**src/rtl/audio_src_sched_pkg.sv**
```systemverilog
// Shared types and arithmetic helpers for the audio source scheduler.
// Optional clip reporting is enabled by defining AUDIO_SCHED_CLIP_EN.
package audio_sched_pkg;

    localparam int SMP_W = 16;

    typedef enum logic [1:0] {
        IDLE = 2'd0,
        SCAN = 2'd1,
        SAT  = 2'd2
    } sched_state_e;

    function automatic int sum_w(input int n);
        return SMP_W + $clog2(n);
    endfunction

    function automatic logic signed [SMP_W-1:0] sat16(input logic signed [31:0] v);
        if (v > 32'sd32767) begin
            return 16'sh7FFF;
        end else if (v < -32'sd32768) begin
            return 16'sh8000;
        end else begin
            return v[SMP_W-1:0];
        end
    endfunction

    function automatic logic sat_hit(input logic signed [31:0] v);
        return (v > 32'sd32767) || (v < -32'sd32768);
    endfunction

endpackage

```
**src/rtl/audio_src_sched_if.sv**
```systemverilog
// Source-side bus of the audio scheduler: per-source request/ack, samples, mixed output.
// oCLIP exists only when AUDIO_SCHED_CLIP_EN is defined.
interface audio_src_sched_if #(parameter int NSRC = 4);

    logic [NSRC-1:0]    iREQ;
    logic [16*NSRC-1:0] iSMP_L;
    logic [16*NSRC-1:0] iSMP_R;
    logic [NSRC-1:0]    iMUTE;
    logic               iCLR;
    logic [NSRC-1:0]    oACK;
    logic [15:0]        oL;
    logic [15:0]        oR;
    logic               oSTB;
    logic [NSRC-1:0]    oUNDER;
`ifdef AUDIO_SCHED_CLIP_EN
    logic               oCLIP;

    modport master (output iREQ, iSMP_L, iSMP_R, iMUTE, iCLR,
                    input  oACK, oL, oR, oSTB, oUNDER, oCLIP);
    modport slave  (input  iREQ, iSMP_L, iSMP_R, iMUTE, iCLR,
                    output oACK, oL, oR, oSTB, oUNDER, oCLIP);
`else
    modport master (output iREQ, iSMP_L, iSMP_R, iMUTE, iCLR,
                    input  oACK, oL, oR, oSTB, oUNDER);
    modport slave  (input  iREQ, iSMP_L, iSMP_R, iMUTE, iCLR,
                    output oACK, oL, oR, oSTB, oUNDER);
`endif

endinterface

```
**src/rtl/audio_src_sched_rate_gen.sv**
```systemverilog
// Fractional divider: emits a registered one-cycle tick at an average rate of exactly FS_HZ.
module audio_rate_gen #(
    parameter int CLK_HZ = 50000000,
    parameter int FS_HZ  = 48000
) (
    input  logic CLK50M,
    input  logic RESET_N,
    output logic tick
);

    logic [31:0] acc_r;
    logic [32:0] nxt_s;

    assign nxt_s = {1'b0, acc_r} + 33'(FS_HZ);

    // Phase accumulator; wraps by CLK_HZ and flags the wrap as the tick.
    always_ff @(posedge CLK50M or negedge RESET_N) begin
        if (!RESET_N) begin
            acc_r <= 32'd0;
            tick  <= 1'b0;
        end else if (nxt_s >= 33'(CLK_HZ)) begin
            acc_r <= 32'(nxt_s - 33'(CLK_HZ));
            tick  <= 1'b1;
        end else begin
            acc_r <= nxt_s[31:0];
            tick  <= 1'b0;
        end
    end

endmodule

```
**src/rtl/audio_src_sched.sv**
```systemverilog
// Per-sample scheduler/mixer: polls NSRC sources each output tick, sums and saturates to 16 bits.
// Define AUDIO_SCHED_CLIP_EN to add the sticky oCLIP flag.
module audio_src_sched
    import audio_sched_pkg::*;
#(
    parameter int NSRC   = 4,
    parameter int CLK_HZ = 50000000,
    parameter int FS_HZ  = 48000
) (
    input  logic             CLK50M,
    input  logic             RESET_N,
    audio_src_sched_if.slave bus
);

    localparam int SW = sum_w(NSRC);
    localparam int IW = (NSRC > 1) ? $clog2(NSRC) : 1;

    logic                    tick_s;
    sched_state_e            state_r;
    logic [IW-1:0]           idx_r;
    logic signed [SW-1:0]    sum_l_r;
    logic signed [SW-1:0]    sum_r_r;
    logic                    pend_r;
    logic [SMP_W-1:0]        out_l_r;
    logic [SMP_W-1:0]        out_r_r;
    logic                    stb_r;
    logic [NSRC-1:0]         under_r;

    logic                    slot_req_s;
    logic                    slot_mute_s;
    logic signed [SMP_W-1:0] slot_l_s;
    logic signed [SMP_W-1:0] slot_r_s;
    logic [NSRC-1:0]         ack_s;
    logic [NSRC-1:0]         under_set_s;
    logic                    take_s;

    audio_rate_gen #(.CLK_HZ(CLK_HZ), .FS_HZ(FS_HZ)) u_rate (
        .CLK50M  (CLK50M),
        .RESET_N (RESET_N),
        .tick    (tick_s)
    );

    // Current scan slot: ack follows the live request so a request dropped in its slot is missed.
    always_comb begin
        slot_req_s  = bus.iREQ[idx_r];
        slot_mute_s = bus.iMUTE[idx_r];
        slot_l_s    = bus.iSMP_L[SMP_W*int'(idx_r) +: SMP_W];
        slot_r_s    = bus.iSMP_R[SMP_W*int'(idx_r) +: SMP_W];
        ack_s       = '0;
        under_set_s = '0;
        take_s      = 1'b0;
        if (state_r == SCAN) begin
            if (slot_req_s) begin
                ack_s[idx_r] = 1'b1;
                take_s       = ~slot_mute_s;
            end else if (!slot_mute_s) begin
                under_set_s[idx_r] = 1'b1;
            end else begin
                under_set_s = '0;
            end
        end else begin
            take_s = 1'b0;
        end
    end

    // Scheduler FSM with accumulators, held outputs and sticky underrun flags.
    always_ff @(posedge CLK50M or negedge RESET_N) begin
        if (!RESET_N) begin
            state_r <= IDLE;
            idx_r   <= '0;
            sum_l_r <= '0;
            sum_r_r <= '0;
            pend_r  <= 1'b0;
            out_l_r <= '0;
            out_r_r <= '0;
            stb_r   <= 1'b0;
            under_r <= '0;
        end else begin
            stb_r   <= 1'b0;
            under_r <= (bus.iCLR ? {NSRC{1'b0}} : under_r) | under_set_s;
            case (state_r)
                IDLE: begin
                    if (tick_s || pend_r) begin
                        state_r <= SCAN;
                        idx_r   <= '0;
                        sum_l_r <= '0;
                        sum_r_r <= '0;
                        pend_r  <= 1'b0;
                    end else begin
                        state_r <= IDLE;
                    end
                end
                SCAN: begin
                    if (tick_s) begin
                        pend_r <= 1'b1;
                    end else begin
                        pend_r <= pend_r;
                    end
                    if (take_s) begin
                        sum_l_r <= sum_l_r + SW'(slot_l_s);
                        sum_r_r <= sum_r_r + SW'(slot_r_s);
                    end else begin
                        sum_l_r <= sum_l_r;
                    end
                    if (idx_r == IW'(NSRC - 1)) begin
                        state_r <= SAT;
                    end else begin
                        idx_r <= idx_r + IW'(1);
                    end
                end
                SAT: begin
                    if (tick_s) begin
                        pend_r <= 1'b1;
                    end else begin
                        pend_r <= pend_r;
                    end
                    out_l_r <= sat16(32'(sum_l_r));
                    out_r_r <= sat16(32'(sum_r_r));
                    stb_r   <= 1'b1;
                    state_r <= IDLE;
                end
                default: begin
                    state_r <= IDLE;
                end
            endcase
        end
    end

`ifdef AUDIO_SCHED_CLIP_EN
    logic clip_r;

    // Sticky clip flag: a clamp in the SAT cycle wins over a simultaneous clear.
    always_ff @(posedge CLK50M or negedge RESET_N) begin
        if (!RESET_N) begin
            clip_r <= 1'b0;
        end else begin
            clip_r <= (bus.iCLR ? 1'b0 : clip_r) |
                      ((state_r == SAT) && (sat_hit(32'(sum_l_r)) || sat_hit(32'(sum_r_r))));
        end
    end

    assign bus.oCLIP = clip_r;
`endif

    assign bus.oACK   = ack_s;
    assign bus.oL     = out_l_r;
    assign bus.oR     = out_r_r;
    assign bus.oSTB   = stb_r;
    assign bus.oUNDER = under_r;

endmodule

```
**src/flat_wrapper.sv**
```systemverilog
// flat-port wrapper written by rule: the top's interface ports become plain ports
module audio_src_sched_flat import audio_sched_pkg::*;
#(
    parameter int NSRC   = 4,
    parameter int CLK_HZ = 50000000,
    parameter int FS_HZ  = 48000
)
  (CLK50M, RESET_N, bus_iREQ, bus_iSMP_L, bus_iSMP_R, bus_iMUTE, bus_iCLR, bus_oACK, bus_oL, bus_oR, bus_oSTB, bus_oUNDER);
  audio_src_sched_if #(.NSRC(NSRC)) bus_i ();
  input  logic CLK50M;
  input  logic RESET_N;
  input wire logic [$bits(bus_i.iREQ)-1:0] bus_iREQ;
  input wire logic [$bits(bus_i.iSMP_L)-1:0] bus_iSMP_L;
  input wire logic [$bits(bus_i.iSMP_R)-1:0] bus_iSMP_R;
  input wire logic [$bits(bus_i.iMUTE)-1:0] bus_iMUTE;
  input wire logic [$bits(bus_i.iCLR)-1:0] bus_iCLR;
  output wire logic [$bits(bus_i.oACK)-1:0] bus_oACK;
  output wire logic [$bits(bus_i.oL)-1:0] bus_oL;
  output wire logic [$bits(bus_i.oR)-1:0] bus_oR;
  output wire logic [$bits(bus_i.oSTB)-1:0] bus_oSTB;
  output wire logic [$bits(bus_i.oUNDER)-1:0] bus_oUNDER;
  assign bus_i.iREQ = bus_iREQ;
  assign bus_i.iSMP_L = bus_iSMP_L;
  assign bus_i.iSMP_R = bus_iSMP_R;
  assign bus_i.iMUTE = bus_iMUTE;
  assign bus_i.iCLR = bus_iCLR;
  assign bus_oACK = bus_i.oACK;
  assign bus_oL = bus_i.oL;
  assign bus_oR = bus_i.oR;
  assign bus_oSTB = bus_i.oSTB;
  assign bus_oUNDER = bus_i.oUNDER;
  audio_src_sched #(.NSRC(NSRC), .CLK_HZ(CLK_HZ), .FS_HZ(FS_HZ)) u_core (.CLK50M(CLK50M), .RESET_N(RESET_N), .bus(bus_i));
endmodule
```
**config.mk**
```make
export PLATFORM = sky130hd
export DESIGN_NAME = audio_src_sched_flat
export DESIGN_NICKNAME = d
export VERILOG_FILES = /design/src/rtl/audio_src_sched_pkg.sv /design/src/rtl/audio_src_sched_if.sv /design/src/rtl/audio_src_sched_rate_gen.sv /design/src/rtl/audio_src_sched.sv /design/src/flat_wrapper.sv
export SDC_FILE = /design/constraint.sdc
export NUM_CORES = 1
export LEC_CHECK = 0
export CAP_MARGIN = 10
export CELL_PAD_IN_SITES_DETAIL_PLACEMENT = 1
export CELL_PAD_IN_SITES_GLOBAL_PLACEMENT = 2
export CORE_ASPECT_RATIO = 2
export CORE_UTILIZATION = 34
export DETAILED_ROUTE_END_ITERATION = 6
export PLACE_DENSITY_LB_ADDON = 0.1
export SYNTH_ARGS = -nofsm -noshare
export SYNTH_HDL_FRONTEND = slang
export SYNTH_SLANG_ARGS = --single-unit
```
**constraint.sdc**
```tcl
create_clock -name CLK50M -period 7.6 [get_ports CLK50M]
set_input_delay 0.76 -clock CLK50M [delete_from_list [all_inputs] [get_ports CLK50M]]
set_output_delay 0.76 -clock CLK50M [all_outputs]
set_load 0.005 [all_outputs]
```
Yosys cells after proc, flatten, opt, wreduce, memory -nomap -nowiden
Cells that the tools add are included.

word-level totals
  output and inout port bits = 41
  bits in registers = 111
  word-level logic and storage cells = 79
  bits of input ports = 139

operators by class
  multiplexer cells = 35
  equal/unequal tests = 8
  reductions and logical operators = 9
  magnitude comparators = 7
  add/sub/neg operators = 5
  bitwise logic cells = 2
  shift operators = 2

operators with widths
  kind                                                                 count
  indexed part select 64 x 7 -> 16 bit                                 2
  one-hot mux 18 bit (2 select lines)                                  2
  2-to-1 mux 16 bit                                                    4
  2-to-1 mux 18 bit                                                    3
  adder 18 x 16 -> 18 bit                                              2
  greater-than comparator 18 x 16 -> 1 bit, second input constant      2
  < comparator 18 x 16 -> 1 bit, second input constant                 2
  adder 32 x 16 -> 33 bit, second input constant                       1
  greater-or-equal comparator 33 x 26 -> 1 bit, second input constant  1
  2-to-1 mux 32 bit                                                    1
  subtractor 32 x 26 -> 32 bit, second input constant                  1
  2-to-1 mux 4 bit                                                     6
  2-to-1 mux 1 bit                                                     10
  AND reduction 3 bit                                                  3
  one-hot mux 2 bit (2 select lines)                                   2
  2-to-1 mux 2 bit                                                     3
  inequality test 2 x 1 -> 1 bit, second input constant                3
  binary-select mux 1 bit (select 2 bit)                               2
  == test 2 bit, second input constant                                 2
  inequality test 2 bit, second input constant                         2
  bitwise OR 4 bit                                                     1
  nonzero test 2 bit                                                   2
  < comparator 2 x 3 -> 1 bit, second input constant                   1
  adder 2 x 1 -> 2 bit, second input constant                          1
  other kinds (9)                                                      9

Logic depth before layout (Yosys ltp)
Gate-level depths: netlist of the first run.

  depth after elaboration = 8
  mapped depth = 15

Hierarchy
Synthesis of the first run repeated with hierarchy kept, for this count alone.

second synthesis, totals
  cell total of the unflattened synthesis = 920
  area, all modules = 8290.5 µm²

modules (own cells, without submodules)
  module           area an instance (µm²)  instances  cells each
  audio_src_sched  6150.9                  1          692
  audio_rate_gen   2139.6                  1          228

Worst setup path before layout of the first run
Ideal clock, no wire load.

  path kind = register to register
  start = register u_core.idx_r[0]
  end = register u_core.sum_l_r[14]
  path buffers = 2
  path slack = 3.510 ns
  cell stages (with the launch flop) = 16
  required time = 7.480 ns
  clock period less this slack = 4.090 ns
  library setup time = 0.120 ns
  arrival time = 3.970 ns
  path through = dfrtp_1 -> clkbuf_1 -> buf_1 -> mux4_2 -> ha_1 -> inv_1 -> fa_1 -> nor2b_1 -> o21ai_0 -> a21boi_0 -> o41ai_1 -> o21ai_0 -> o41ai_1 -> o21bai_1 -> xor2_1 -> a31o_2

between the ends
  longest elaborated chain between the ends = 7
  elaborated cells between the ends (all ways) = 13
  classes of those cells = add/sub (1); eq/ne (1); shift (1); mux (8); bitwise (1); reduce/logical (1)

RTL lines
  item                                                             line                    source
  start, declared                                                  audio_src_sched.sv:20   logic [IW-1:0] idx_r;
  start signal, assigned                                           audio_src_sched.sv:108  idx_r <= idx_r + IW'(1);
  branches (longest 7 deep; another with adder 18 x 16 -> 18 bit)  n/a
  end signal, assigned                                             audio_src_sched.sv:100  sum_l_r <= sum_l_r + SW'(slot_l_s);
  end signal, assigned                                             audio_src_sched.sv:103  sum_l_r <= sum_l_r;
  end, declared                                                    audio_src_sched.sv:21   logic signed [SW-1:0] sum_l_r;

Several ways; the timed one is not identified. The select of a mux whose other input is x is not followed.
A chain may end at the register's enable or synchronous reset.

Worst setup path in the final report of the first run
  start = register u_core.idx_r[1]
  end = register u_core.sum_l_r[14]

The elaborated chain is that of the path after synthesis.

==> flow_summary.ini, run 1 <==
[global_route]
grt_usage_pct = 22.99
grt_max_degree = 64
grt_pass1_wl_um = 44610
grt.overflow.total = 0
antenna_found_initial = 2
first_global_vias = 8227

[routing]
drt-wirelength-per-cell_um = 19.44
drt-pass1-iter-count = 4
drtIter0Drc = 195
vias_per_cell = 5.367
vias = 7729
drc = 0
routed_wl_um = 28000
detail-route-antenna-nets = 0

[sta]
whs_ns = 0.4260
setup_viol = 0
timing.final.crit_share_pct = 55.32
fmax_ghz = 0.2378
finClkSkew_ns = 0.008990
rsz0062_at_grt = false
max_slew_margin_pct = 31.21
setup_tns_ns = 0
tightestPinTransition_ns = 1.032
fin_ws_ns = 3.396
hold_viol_final = 0
drv_slew = 0
min_period_ns = 4.204

[floorplan]
die_w_um = 113.5
fp.dieH_um = 225.1
initial_core_util_pct = 34.63
core_sq_mm = 0.02442
num_rows = 81
io_pins = 180
die-area_sq_mm = 0.02555

[cts]
ctsLongestPathBuffers = 2
clockRootBuffer = clkbuf_16
cts_tree = built
cts_max_level = 3
cts_hold_buf = 0
clock_latency_ns = 0.37
clkTransAtPathRegs_ns = 0.08
clock-sinks = 104
cts_buffers = 9
cts_setup_buffers = 0
cts_resized = 0

[synth]
synth_cell_type_count = 81
synth_nets = 1153
synth-seq-cells = 104
ys.flop_type = dfrtp_1
syn_avg_cell_area_sq_um = 8.747
synth_cells = 967
yosys_warnings = 0
synth-edff-count = 0
syn_area_sq_mm = 0.008458
ys_seq_area_share_pct = 30.77
synth-async-reset-ratio_pct = 100.0

[cells_and_area]
fin_area_sq_mm = 0.01078
ff_latch_area_sq_mm = 0.002605
syn_to_final_growth_pct = 27.43
drive_gt1_share_pct = 8.130
fin_nets = 1288
filler_cell_count = 2860
multi_input_area_sq_mm = 0.005351

[worst_setup_path]
startpoint = u_core.idx_r[1]
r2r-start = u_core.idx_r[1]
endpoint_kind = register
cp_top_family = compound AO/OA/AOI/OAI gates
criticalPathCategory = register to register
required_ns = 7.87
cp_max_fo = 25
path_cells = buf_4, mux4_2, ha_1, nor2b_1, o21ai_0, a21boi_0, o41ai_1, o21ai_0, o41ai_1, o21bai_1, xor2_1, a31o_2
cp.buffers_inverters = 1
slowest_delay_ns = 0.81
worstPathArrival_ns = 4.47
cp-start-kind = register
slowest_stage = dfrtp_2

[power]
cellPowerDensity_mw_per_mm2 = 126.4
ir_worst_vdd_uv = 81.24
p_leak_nw = 4.285

[place]
gp_congestion = 0.8666
hpwl_um = 22030
post-place-ws_ns = 3.343
io_buffers = 179
place_area_sq_mm = 0.01045

[min_path]
hp-class = input port to async pin

[flow_run]
cap_viol_max_count = 0

[run_status]
status = finished, final reports clean
## power by group
| group | total (W) | leakage [nW] | switching, W | internal, W |
|---|---|---|---|---|
| Combinational | 0.000248 | 2.80 | 0.000107 | 0.000141 |
| Sequential | 0.000586 | 1.33 | 0.0000240 | 0.000562 |
| Clock | 0.000529 | 0.152 | 0.000231 | 0.000298 |
## final timing paths
path / end / slack [ns] / cells after the start
worst max-delay path: u_core.sum_l_r[14] / 3.40 / 12
worst min-delay path: u_core.bus.oR[9] / 0.43 / 1
worst max register to register: u_core.sum_l_r[14] / 3.40 / 12
worst min register to register: u_core.pend_r / 0.50 / 1
max in group asynchronous: u_core.idx_r[0] / 5.86 / 2
min in group CLK50M: u_core.pend_r / 0.50 / 1
## placed cells by master, fill, tap and decap left out, types with 8 or more instances in the layout
cell and n:
nand3_1 17, o31ai_1 9, mux4_2 34, inv_1 58, clkbuf_16 9, xor2_1 25
a21oi_1 32, buf_4 9, dfrtp_1 102, nand2_1 110, nand2b_1 10, o21ai_0 68
a31oi_1 8, clkdlybuf4s50_1 178, and2_1 8, o211ai_1 36, nor3_1 20, a21o_1 12
and3_1 13, a22o_1 20, nor2b_1 11, nor2_1 106, ha_1 44, xnor2_1 40
## routing by layer
layer | wire (um) | part of all wire [%] | GRT usage (%)
met1 | 10000 | 36 | 23.14
met2 | 16040 | 57 | 45.40
met3 | 1049 | 3.7 | 3.900
met4 | 873 | 3.1 | 9.253
met5 | 28 | 0.10 | 0
## cell type report
class | count | area share, %
multi-input combinational | 739 | 49.65
sequential | 104 | 24.17
timing repair buffer | 187 | 17.16
tap | 332 | 3.854
clock buffer | 11 | 2.252
inverter | 61 | 2.148
clock inverter | 5 | 0.7430
antenna | 1 | 0.02322
## registers in the layout, indices dropped and copies added (netlist names), 2 cells and up
name / count
u_core.sum_l_r: 18
u_core.u_rate.acc_r: 25
u_core.sum_r_r: 18
u_core.idx_r: 2
u_core.bus.oL: 16
u_core.bus.oUNDER: 4
u_core.bus.oR: 16
u_core.state_r: 2
## synth_stat cells, types with 6 or more instances
cell      count  area share, %
a22o_1       20            2.1
o21bai_1      6           0.53
a31oi_1       8           0.59
nand3_1      17            1.0
o211ai_1     36            3.2
xor2_1       25            2.6
o31ai_1       9           0.80
a21oi_1      32            1.9
nor2_1      106            4.7
dfrtp_1     104             31
and3_1       13           0.96
nand2b_1     10           0.74
inv_1        58            2.6
mux4_2       34            9.1
o41ai_1       6           0.62
buf_2         8           0.47
nor3_1       20            1.2
and2_1        8           0.59
clkbuf_1     44            2.0
nand2_1     110            4.9
nor2b_1      11           0.81
xnor2_1      40            4.1
a21o_1       12            1.1
a211oi_1      6           0.53
ha_1         45            6.7
o21ai_0      68            4.0
## worst register-to-register path: stages (launching register included)
cell      delay [ns]
dfrtp_2         0.81
buf_4           0.40
mux4_2          0.41
ha_1            0.34
nor2b_1         0.15
o21ai_0         0.20
a21boi_0        0.19
o41ai_1         0.30
o21ai_0         0.18
o41ai_1         0.56
o21bai_1        0.15
xor2_1          0.17
a31o_2          0.24
## per-stage QoR
| stage | total power [W] | util (%) | std cells |
|---|---|---|---|
| 6_report | 0.001363 | 44.13 | 1440 |
| 4_1_cts | 0.001387 | 44.12 | 1439 |
| 3_3_place_gp | 0.0008432 | 42.79 | 1423 |
| 2_1_floorplan | 0.0007266 | - | 967 |
| 5_1_grt | 0.001427 | 44.12 | 1439 |
| 3_5_place_dp | 0.0008481 | 42.79 | 1423 |
## cells by family (layout without fill, tap and decap cells)
group,after synthesis,in the layout,synth area share [%]
xor+xnor,65,65,6.731
compound gates,252,252,20.71
flops,104,104,30.77
buf+inv,124,264,5.991
simple gates,335,335,18.86
other cells,0,1,0
fa+ha+maj,47,47,7.130
mux,40,40,9.808
(Power assumes the default switching activity.)
==> run 2, diff against run 1 <==
--- a/config.mk
+++ b/config.mk
@@ -9,7 +9,7 @@
 export CELL_PAD_IN_SITES_DETAIL_PLACEMENT = 1
 export CELL_PAD_IN_SITES_GLOBAL_PLACEMENT = 2
 export CORE_ASPECT_RATIO = 2
-export CORE_UTILIZATION = 34
+export CORE_UTILIZATION = 31
 export DETAILED_ROUTE_END_ITERATION = 6
 export PLACE_DENSITY_LB_ADDON = 0.1
 export SYNTH_ARGS = -nofsm -noshare
==> constraint.sdc (replaced) <==
create_clock -name CLK50M -period 4.19 [get_ports CLK50M]
set_input_delay 0.419 -clock CLK50M [delete_from_list [all_inputs] [get_ports CLK50M]]
set_output_delay 0.419 -clock CLK50M [all_outputs]
set_load 0.005 [all_outputs]
==> run 2 against run 1 <==
Effect of this change: design area grew 2.4%; via count grew 1.6%; sequential share of layout area is 0.57 points lower; flip-flop and latch count is the same; maximum frequency grew 12%; worst setup slack lost 3.0 ns; global-route usage is 0.72 points lower; first-iteration DRC count grew 30%; combinational power rose by 85%; cell count up 3.1%; clock-buffer cell count unchanged; critical path depth fell by 2.
==> flow_summary.ini, run 2 (same netlist as run 1, synthesis figures left out) <==
[cts]
clockRootBuffer = clkbuf_16
clock-sinks = 104
cts_resized = 0
cts_setup_buffers = 0
cts_buffers = 9
cts_hold_buf = 0
clock_latency_ns = 0.37
clkTransAtPathRegs_ns = 0.08
cts_max_level = 3
cts_tree = built
ctsLongestPathBuffers = 2

[floorplan]
core_sq_mm = 0.02691
num_rows = 85
die_w_um = 118.8
fp.dieH_um = 235.6
die-area_sq_mm = 0.02799
io_pins = 180
initial_core_util_pct = 31.43

[routing]
vias = 7855
routed_wl_um = 29890
wl_met2_um = 17060
dr_wl_met3_um = 868
drt-wirelength-per-cell_um = 20.14
detail-route-antenna-nets = 0
wl_met1_um = 10710
drtIter0Drc = 253
vias_per_cell = 5.293
drt-pass1-iter-count = 4
top_layer_used = met4
drc = 0

[flow_run]
cap_viol_max_count = 0

[sta]
finClkSkew_ns = 0.007325
hold_viol_final = 0
timing.final.crit_share_pct = 89.93
fmax_ghz = 0.2654
max_slew_margin_pct = 27.17
tightestPinTransition_ns = 1.092
rsz0062_at_grt = false
min_period_ns = 3.768
drv_slew = 0
setup_tns_ns = 0
setup_viol = 0

[worst_setup_path]
cp-start-kind = register
worstPathArrival_ns = 4.02
rr_endpoint = u_core.u_rate.acc_r[29]
criticalPathCategory = register to register
endpoint_kind = register
crit_path_end = u_core.u_rate.acc_r[29]
startpoint = u_core.u_rate.acc_r[13]
cp_max_fo = 7
r2r-start = u_core.u_rate.acc_r[13]
reg2reg_slack_ns = 0.42
reg2reg_depth = 10
required_ns = 4.44

[cells_and_area]
mostFrequentLayoutCells = clkdlybuf4s50_1 (178), nand2_1 (110), nor2_1 (106), dfrtp_1 (102), o21ai_0 (68)
fin_util_pct = 41.02
reg.largest.list = u_core.u_rate.acc_r x25, u_core.sum_l_r x18, u_core.sum_r_r x18
drive_gt1_share_pct = 10.56
fin_nets = 1317
syn_to_final_growth_pct = 30.50
filler_cell_count = 3162
top_register = u_core.u_rate.acc_r
n_antenna_cell = 0
largest_register_ffs = 25
layout_commonest_cell = clkdlybuf4s50_1

[global_route]
grt_max_degree = 51
first_global_vias = 8438
grt.overflow.total = 0
grt_usage_pct = 22.28
grt_pass1_wl_um = 47140
antenna_found_initial = 0

[power]
clkPwrFrac_pct = 40.3
cellPowerDensity_mw_per_mm2 = 230.7
ir_worst_vdd_uv = 167.2
power.switching_w = 0.0006666
power.share.switching_pct = 26.18
p_leak_nw = 4.443
p_int_w = 0.001880
p_seq_share_pct = 41.7
combPwrFrac_pct = 18.0

[place]
io_buffers = 179
gp_congestion = 0.9209
hpwl_um = 24260

[run_status]
status = finished, final reports clean

[min_path]
hp-class = input port to async pin
## run 2: changes by cell type in the layout (fill, tap and decap cells not counted)
cell        previous run  this run
diode_2                1         0
bufinv_16              2         3
a21o_1                12        11
buf_4                  9        38
clkinvlp_4             2         0
a21o_2                 0         1
inv_6                  0         1
## run 2: worst max-delay path: stages, from the launching register on
cell and delay, ns:
dfrtp_1 0.40, nor4_1 0.51, a21boi_1 0.84, buf_4 0.28, o2111ai_1 0.17, a2111o_1 0.50, a21boi_4 0.19, buf_4 0.16
o21ai_2 0.11, a211oi_1 0.36, xnor2_1 0.12
## run 2: area by class of cell
class	count	area (sq um)	area share [%]
well taps	348	435.4	3.945
inverters	61	231.5	2.097
clock buffers	11	242.7	2.199
flip-flops and latches	104	2605	23.60
multi-input cells	739	5353	48.49
repair buffers	216	2067	18.73
clock inverters	5	103.9	0.9408
## run 2: how the worst min path moves through the flow
stage | from | end | slack (ns) | depth (start not counted)
floorplan | RESET_N | u_core.bus.oL[0] | 0.12 | 0
global placement | u_core.pend_r | u_core.pend_r | 0.47 | 1
detailed placement | RESET_N | u_core.bus.oL[7] | 0.50 | 1
CTS | RESET_N | u_core.bus.oL[7] | 0.1 | 1
global route | RESET_N | u_core.bus.oL[10] | 0.12 | 1
finish | RESET_N | u_core.bus.oL[10] | 0.06 | 1
## run 2: power by group through the flow
stage	clock (W)	sequential [W]	combinational (W)
after global routing	0.00109	0.00107	0.000510
after detailed placement	0	0.00108	0.000465
after global placement	0	0.00108	0.000458
final	0.00103	0.00106	0.000458
after floorplan	0	0.00105	0.000264
after CTS	0.00106	0.00106	0.000466
## run 2: routing by layer
layer	vias up	global-route usage (%)
li1	3790	-
met1	3850	22.80
met2	157	43.19
met3	58	2.810
met4	0	11.32
met5	-	0
## run 2: metrics by stage
step | cell area (sq um) | setup WS, ns | total power, W | hold WS, ns | std cells
CTS | 11040 | 0.4281 | 0.002588 | 0.09515 | 1484
floorplan | 8458 | 0.1004 | 0.001318 | 0.1234 | 967
detailed placement | 10690 | 0.4396 | 0.001548 | 0.4955 | 1468
global placement | 10690 | 0.4701 | 0.001541 | 0.4725 | 1468
global route | 11040 | 0.1275 | 0.002666 | 0.1193 | 1484
finish | 11040 | 0.4218 | 0.002546 | 0.06128 | 1484
